File: src/rtl/gs_bfu_pipe.sv
// gs_bfu_pipe: five-stage Gentleman-Sande butterfly mod 2^27+2^15+1 with optional halving.
// oA = (A+B)*h, oB = (A-B)*W*h; results appear four edges after the capture edge.
module gs_bfu_pipe #(
    parameter int PARAM_Q = 134250497,
    parameter int D       = 28
) (
    input  logic         iSYS_CLK,
    input  logic         iSYS_RST,
    input  logic         iFSM_START,
    input  logic         iHALF,
    input  logic [D-1:0] iA,
    input  logic [D-1:0] iB,
    input  logic [D-1:0] iW,
    output logic [D-1:0] oA,
    output logic [D-1:0] oB,
    output logic         oVALID
);
    localparam int LAT = 5;
    localparam logic [28:0] Q29  = 29'(PARAM_Q);
    localparam logic [43:0] OFF1 = 44'(PARAM_Q) << 16;
    localparam logic [33:0] OFF2 = 34'(PARAM_Q) << 6;

    function automatic logic [D-1:0] halve(input logic [D-1:0] x);
        return x[0] ? D'((29'(x) + Q29) >> 1) : x >> 1;
    endfunction

    logic [D-1:0] s1Sum, s1Diff, s1W, sum2, sum3, sum4, red4;
    logic [3:0]   vldPipe, halfPipe;
    logic [55:0]  prod2;
    logic [43:0]  fold3;
    logic [28:0]  sumRaw, diffRaw, x3;
    logic [33:0]  x2;
    logic [43:0]  fold1;
    logic [D-1:0] sumNext, diffNext, redNext;

    always_comb begin
        sumRaw   = 29'(iA) + 29'(iB);
        diffRaw  = (iA >= iB) ? 29'(iA - iB) : 29'(iA) + Q29 - 29'(iB);
        sumNext  = D'((sumRaw >= Q29) ? sumRaw - Q29 : sumRaw);
        diffNext = D'(diffRaw);
        // 2^27 == -(2^15+1) mod Q; each fold adds a multiple of Q to stay non-negative
        fold1    = 44'(prod2[26:0]) + OFF1 - ((44'(prod2[55:27]) << 15) + 44'(prod2[55:27]));
        x2       = 34'(fold3[26:0]) + OFF2 - ((34'(fold3[43:27]) << 15) + 34'(fold3[43:27]));
        x3       = 29'(x2[26:0]) + Q29 - ((29'(x2[33:27]) << 15) + 29'(x2[33:27]));
        redNext  = D'((x3 >= Q29) ? x3 - Q29 : x3);
    end

    always_ff @(posedge iSYS_CLK or posedge iSYS_RST) begin
        if (iSYS_RST) begin
            s1Sum    <= '0;
            s1Diff   <= '0;
            s1W      <= '0;
            prod2    <= '0;
            fold3    <= '0;
            red4     <= '0;
            sum2     <= '0;
            sum3     <= '0;
            sum4     <= '0;
            vldPipe  <= '0;
            halfPipe <= '0;
            oA       <= '0;
            oB       <= '0;
            oVALID   <= 1'b0;
        end else begin
            if (iFSM_START) begin
                s1Sum  <= sumNext;
                s1Diff <= diffNext;
                s1W    <= iW;
            end
            vldPipe  <= {vldPipe[2:0], iFSM_START};
            halfPipe <= {halfPipe[2:0], iFSM_START & iHALF};
            prod2    <= 56'(s1Diff) * 56'(s1W);
            fold3    <= fold1;
            red4     <= redNext;
            sum2     <= s1Sum;
            sum3     <= sum2;
            sum4     <= sum3;
            oA       <= halfPipe[3] ? halve(sum4) : sum4;
            oB       <= halfPipe[3] ? halve(red4) : red4;
            oVALID   <= vldPipe[3];
        end
    end
endmodule

File: config.mk
export PLATFORM = sky130hd
export DESIGN_NAME = gs_bfu_pipe
export DESIGN_NICKNAME = d
export VERILOG_FILES = /design/src/rtl/gs_bfu_pipe.sv
export SDC_FILE = /design/constraint.sdc
export NUM_CORES = 2
export LEC_CHECK = 0
export BUFFER_PORTS_ARGS = -buffer_cell sky130_fd_sc_hd__buf_2
export CAP_MARGIN = 15
export CORE_ASPECT_RATIO = 2
export CORE_MARGIN = 4
export CORE_UTILIZATION = 39
export DETAILED_ROUTE_END_ITERATION = 10
export MAX_ROUTING_LAYER = met4
export PLACE_DENSITY_LB_ADDON = 0.12
export SYNTH_ARGS = -nofsm -noshare
export SYNTH_HDL_FRONTEND = slang
export SYNTH_SLANG_ARGS = --single-unit
File: constraint.sdc
create_clock -name iSYS_CLK -period 14.3 [get_ports iSYS_CLK]
set_input_delay 1.43 -clock iSYS_CLK [delete_from_list [all_inputs] [get_ports iSYS_CLK]]
set_output_delay 1.43 -clock iSYS_CLK [all_outputs]
set_load 0.01 [all_outputs]
# --- After elaboration in Yosys (flattened, before gate mapping) ---
# Cells that the tools add are included.
totals:
  ff_bits: 361
  elab_cells: 43
  inputBits: 88
op_classes:
  n_mux: 7
  bitwise: 1
  n_lt_le_gt_ge: 3
  multipliers: 1
  n_addsub: 17
ops:
  columns: ["op", "n"]
  rows:
  - ["two-way mux 28 bit", 7]
  - ["adder 28 x 28 -> 29 bit (second input constant)", 2]
  - [">= comparator 29 x 28 -> 1 bit (second input constant)", 2]
  - ["multiplier 28 x 28 -> 56 bit", 1]
  - ["subtractor 28 bit", 2]
  - ["subtractor 28 bit (second input constant)", 2]
  - ["adder 27 x 44 -> 44 bit (second input constant)", 1]
  - ["adder 44 x 29 -> 44 bit", 1]
  - ["subtractor 44 bit", 1]
  - ["adder 27 x 34 -> 34 bit (second input constant)", 1]
  - ["subtractor 34 x 33 -> 34 bit", 1]
  - ["adder 32 x 17 -> 33 bit", 1]
  - ["adder 27 x 28 -> 29 bit (second input constant)", 1]
  - ["adder 28 x 28 -> 29 bit", 1]
  - ["subtractor 29 x 23 -> 29 bit", 1]
  - ["adder 28 bit (second input constant)", 1]
  - [">= comparator 28 bit", 1]
  - ["adder 22 x 7 -> 23 bit", 1]
  - ["bitwise AND 1 bit", 1]

# --- Depth between registers and ports, before layout ---
logic_depth:
  depth_word: 6
  depth_mapped: 37

# --- Worst setup path before layout ---
# OpenSTA, ideal clock, no wires.
synth_timing:
  kind: "flip-flop to flip-flop"
  from: "register fold3[32]"
  to: "register red4[24]"
  path_slack_ns: 6.895
  path_stages_with_launch: 33
  required_time_ns: 14.178
  t_arrival_ns: 7.282
  period_less_slack_ns: 7.405
  cell_sequence: "dfrtp_1 ha_1 fa_1 inv_1 ha_1 o211ai_1 a21oi_1 o41ai_1 a41oi_1 a211o_1 a21oi_1 nor2b_1 o21ai_0 a21oi_1 o21ai_0 nand2b_1 xnor2_1 ha_1 inv_1 ha_1 ha_1 a211oi_2 or2_1 o21ai_0 a2111oi_0 nand4_1 or4_1 o41ai_2 nand3_1 o31ai_2 a211oi_1 and3_1 xnor2_1"
synth_via:
  elab_chain_cells: 6
  word_cells_on_any_way: 8
  cone_classes: "6 x add/sub; 1 x order compare; 1 x mux"
synth_rtl:
  columns: ["element", "line", "rtl"]
  rows:
  - ["start, declared", "30", "logic [43:0] fold3;"]
  - ["start signal, assigned", "73", "fold3 <= fold1;"]
  - ["adder 32 x 17 -> 33 bit (*)", "43", "x2 = 34'(fold3[26:0]) + OFF2 - ((34'(fold3[43:27]) << 15) + 34'(fold3[43:27]));"]
  - ["subtractor 34 x 33 -> 34 bit (*)", "43", null]
  - ["adder 27 x 28 -> 29 bit or adder 22 x 7 -> 23 bit (tied branches)", "44", "x3 = 29'(x2[26:0]) + Q29 - ((29'(x2[33:27]) << 15) + 29'(x2[33:27]));"]
  - ["subtractor 29 x 23 -> 29 bit (*)", "44", null]
  - ["subtractor 28 bit or >= comparator 29 x 28 -> 1 bit (tied branches)", "45", "redNext = D'((x3 >= Q29) ? x3 - Q29 : x3);"]
  - ["two-way mux 28 bit (*)", "45", null]
  - ["net redNext[24]", "34", "logic [D-1:0] sumNext, diffNext, redNext;"]
  - ["end signal, assigned", "74", "red4 <= redNext;"]
  - ["end, declared", "27", "logic [D-1:0] s1Sum, s1Diff, s1W, sum2, sum3, sum4, red4;"]
# The timed path passes the listed nets; every way through them passes the cells marked *.
# A chain may end at the register's enable or synchronous reset.

# --- Worst setup path after layout ---
layout_timing:
  from: "register fold3[0]"
  to: "register red4[10]"
layout_via:
  elab_chain_cells: 6
  word_cells_on_any_way: 8
  cone_classes: "6 x add/sub; 1 x order compare; 1 x mux"
layout_rtl:
  columns: ["element", "line"]
  rows:
  - ["adder 27 x 34 -> 34 bit (*)", "43"]
  - ["subtractor 34 x 33 -> 34 bit (*)", "43"]
  - ["adder 27 x 28 -> 29 bit or adder 22 x 7 -> 23 bit (tied branches)", "44"]
  - ["subtractor 29 x 23 -> 29 bit (*)", "44"]
  - ["subtractor 28 bit or >= comparator 29 x 28 -> 1 bit (tied branches)", "45"]
  - ["two-way mux 28 bit (*)", "45"]
  - ["net redNext[10]", "34"]
# Marks and branches as above.

==> summary.txt <==
Critical path
  • CP arrival: 9.93 ns
  • CP Capture Type: flop
  • CP peak stage delay: 0.66 ns
  • WP data required: 14.84 ns
  • Critical-path maximum fanout: 20
  • Slowest-stage cell, CP: a2111oi_0
  • WS Path Type: flop to flop
  • Startpoint Class: flop
  • Most common cell on crit path: ha_1

CTS
  • Post-CTS setup buffer count: 0
  • Clock Path Buffers: 3
  • Clock latency on the worst-skew pair: about 0.63 ns
  • Cts repair resizes: 0
  • CTS tree: yes
  • Num CTS Buffers: 40
  • H-tree Lvls: 2
  • CTS Hold Buffers Added: 0
  • Root buffer cell: clkbuf_16
  • Clock sinks: 361
  • CTS clock-pin slew for the worst setup and hold paths: ~0.08 ns

Routing
  • Via count: 38.3k
  • Drt first pass iters: 5
  • Drt first-iter violations: 1,912
  • Routed Antenna Nets: 0
  • DRC: 0
  • Final WL: approximately 160,000 um
  • WL per Instance: between 20 and 25 um
  • Via density: approximately 5.2

Timing
  • Fmax achieved: 0.106 GHz
  • RSZ-0062 raised after global routing: false
  • Final Hold Violating Endpoints: 0
  • Final TNS setup: 0 ns
  • WHS: 0.335 ns
  • Slew HR: 0.266
  • # setup viols final: 0
  • Tmin final: between 9 and 10 ns
  • Period utilization: 0.657
  • Worst Clk Skew: 0.0317 ns
  • Fin. max-slew vios: 0
  • Worst Tran Pin Value: 1.10 ns

Synthesis
  • Ys flop type: dfrtp_1
  • Yosys warns: 0
  • Mapped cell area: 0.0505 mm^2
  • Mapped Cells: about 5.6k
  • Post-Syn Nets: 6,966
  • Synth top area share: 0.286
  • Register area share after synthesis: 0.179
  • Top cells by area, synth: fa_1 29%, dfrtp_1 18%, ha_1 13%, inv_1 8.4%, nand2_1 5.7%
  • Syn avg cell area: approximately 9.0 um^2
  • Yosys cell types: 93
  • Post-synth ARST share: 1.00
  • Number of synthesized flops with an enable pin: 0
  • #FFs+latches synth: 361
  • Post-synth top area cell: fa_1

Layout
  • Share of cells above drive strength 1: 0.0690
  • Layout Nets: 6,974
  • Non-filler instance count after layout: 7,368
  • P&R area growth vs syn: 7.71%

Global route
  • Initial antenna violation count: 13
  • Global Route Usage Sum: 0.236
  • GRT Residual Overflow: 0
  • First-pass GRT wire length: 238,000 um
  • Largest net degree at the start of global routing: 130
  • Vias in the first global route: 41.4k

Floorplan
  • Die Width: 262 um
  • Rows: 186
  • Core ar.: ~0.13 mm^2
  • Boundary Pins: between 100 and 150
  • Vert. Die Dim: 517 um
  • Die ar.: 0.136 mm^2
  • Initial core utilization: 0.393

Place
  • DP HPWL: 127,000 um
  • Post-Place Cells: 7,287
  • Routability cong.: between 0.9 and 1
  • IO buf count: 144

Worst hold path
  • Hold/Removal Path Class: flop to flop

Status
  • Status: complete, no violations

Job
  • Number of max-cap violations: 0
[cells in the mapped netlist (48+ instances only)]
| cell type | count |
|---|---|
| inv_1 | 1135 |
| nand2_1 | 767 |
| fa_1 | 722 |
| ha_1 | 527 |
| dfrtp_1 | 361 |
| a21oi_1 | 268 |
| clkbuf_1 | 212 |
| and2_1 | 211 |
| nor2_1 | 203 |
| xnor2_1 | 186 |
| o21ai_0 | 138 |
| xor2_1 | 83 |
| nand3_1 | 79 |
| a21o_1 | 71 |
| mux2_2 | 56 |
| nor3_1 | 48 |
[registers in the layout, summed over array words and instances (netlist names)]
signal    count
sum4         28
oA           28
halfPipe      4
red4         28
vldPipe       4
oVALID        1
s1W          28
s1Diff       28
prod2        56
sum3         28
fold3        44
s1Sum        28
sum2         28
oB           28
[per-stage QoR]
| stage | instance area (um^2) | setup WS [ns] | util |
|---|---|---|---|
| after floorplan | 50500 | 2.85 | - |
| after global placement | 52900 | 4.92 | 0.411 |
| after detailed placement | 52900 | 4.91 | 0.411 |
| after CTS | 54300 | 4.87 | 0.423 |
| after global routing | 54300 | 4.37 | 0.423 |
| final | 54300 | 4.91 | 0.423 |
[metal layers]
| layer | vias to the layer above | global-route usage | part of all wire |
|---|---|---|---|
| met5 | - | - | 0 |
| met2 | 927 | 0.469 | 0.57 |
| met4 | 0 | 0.149 | 0.080 |
| li1 | 17600 | - | - |
| met3 | 408 | 0.0172 | 0.029 |
| met1 | 19400 | 0.215 | 0.32 |
[cells by family (layout without fill, tap and decap cells)]
kind of cell	count (synthesis)	after routing	share of synthesized area
mux	68	68	0.0149
compound gates	763	763	0.0970
flops	361	361	0.179
simple gates	1541	1541	0.142
buf+inv	1378	1418	0.103
xor+xnor	269	269	0.0467
other cells	0	7	0
fa+ha+maj	1249	1249	0.417
[path summary, 6_finish.rpt]
| kind | from | endpoint | slack [ns] | depth (start not counted) |
|---|---|---|---|---|
| max in group asynchronous | iSYS_RST | s1W[22] | 10.63 | 5 |
| min in group asynchronous | iSYS_RST | red4[21] | 1.00 | 2 |
| hold reg to reg | sum3[22] | sum4[22] | 0.33 | 0 |
| hold / removal | sum3[22] | sum4[22] | 0.33 | 0 |
| setup / recovery | fold3[0] | red4[10] | 4.91 | 35 |
| setup reg to reg | fold3[0] | red4[10] | 4.91 | 35 |
[cell usage in the layout (no fill, tap or decap), types with 143 or more instances in the layout]
cell type / count
nor2_1: 203
and2_1: 211
dfrtp_1: 357
a21oi_1: 268
inv_1: 1134
xnor2_1: 186
nand2_1: 767
fa_1: 722
ha_1: 527
buf_2: 143
[worst max-delay path, delay by kind of cell (launching register included)]
kind	cells	cell delay, ns
AND/OR/NAND/NOR	8	2.22
buffers and inverters	4	0.21
flip-flops	1	0.36
XOR/XNOR	2	0.30
AO/OA/AOI/OAI	14	4.29
adder cells (fa/ha/maj)	7	1.91
[area by class of cell]
class | count | area (um^2)
Fill cell | 13000 | 74100
Multi-Input combinational cell | 3890 | 36200
Sequential cell | 361 | 9040
Inverter | 1136 | 4270
Tap cell | 1692 | 2120
Timing Repair Buffer | 208 | 1220
Clock buffer | 49 | 1120
Clock inverter | 25 | 353
Antenna cell | 7 | 17.5
Power is left out: the tool's default activity adds up to more than one toggle a clock period on the data nets, which glitch-free logic cannot reach.
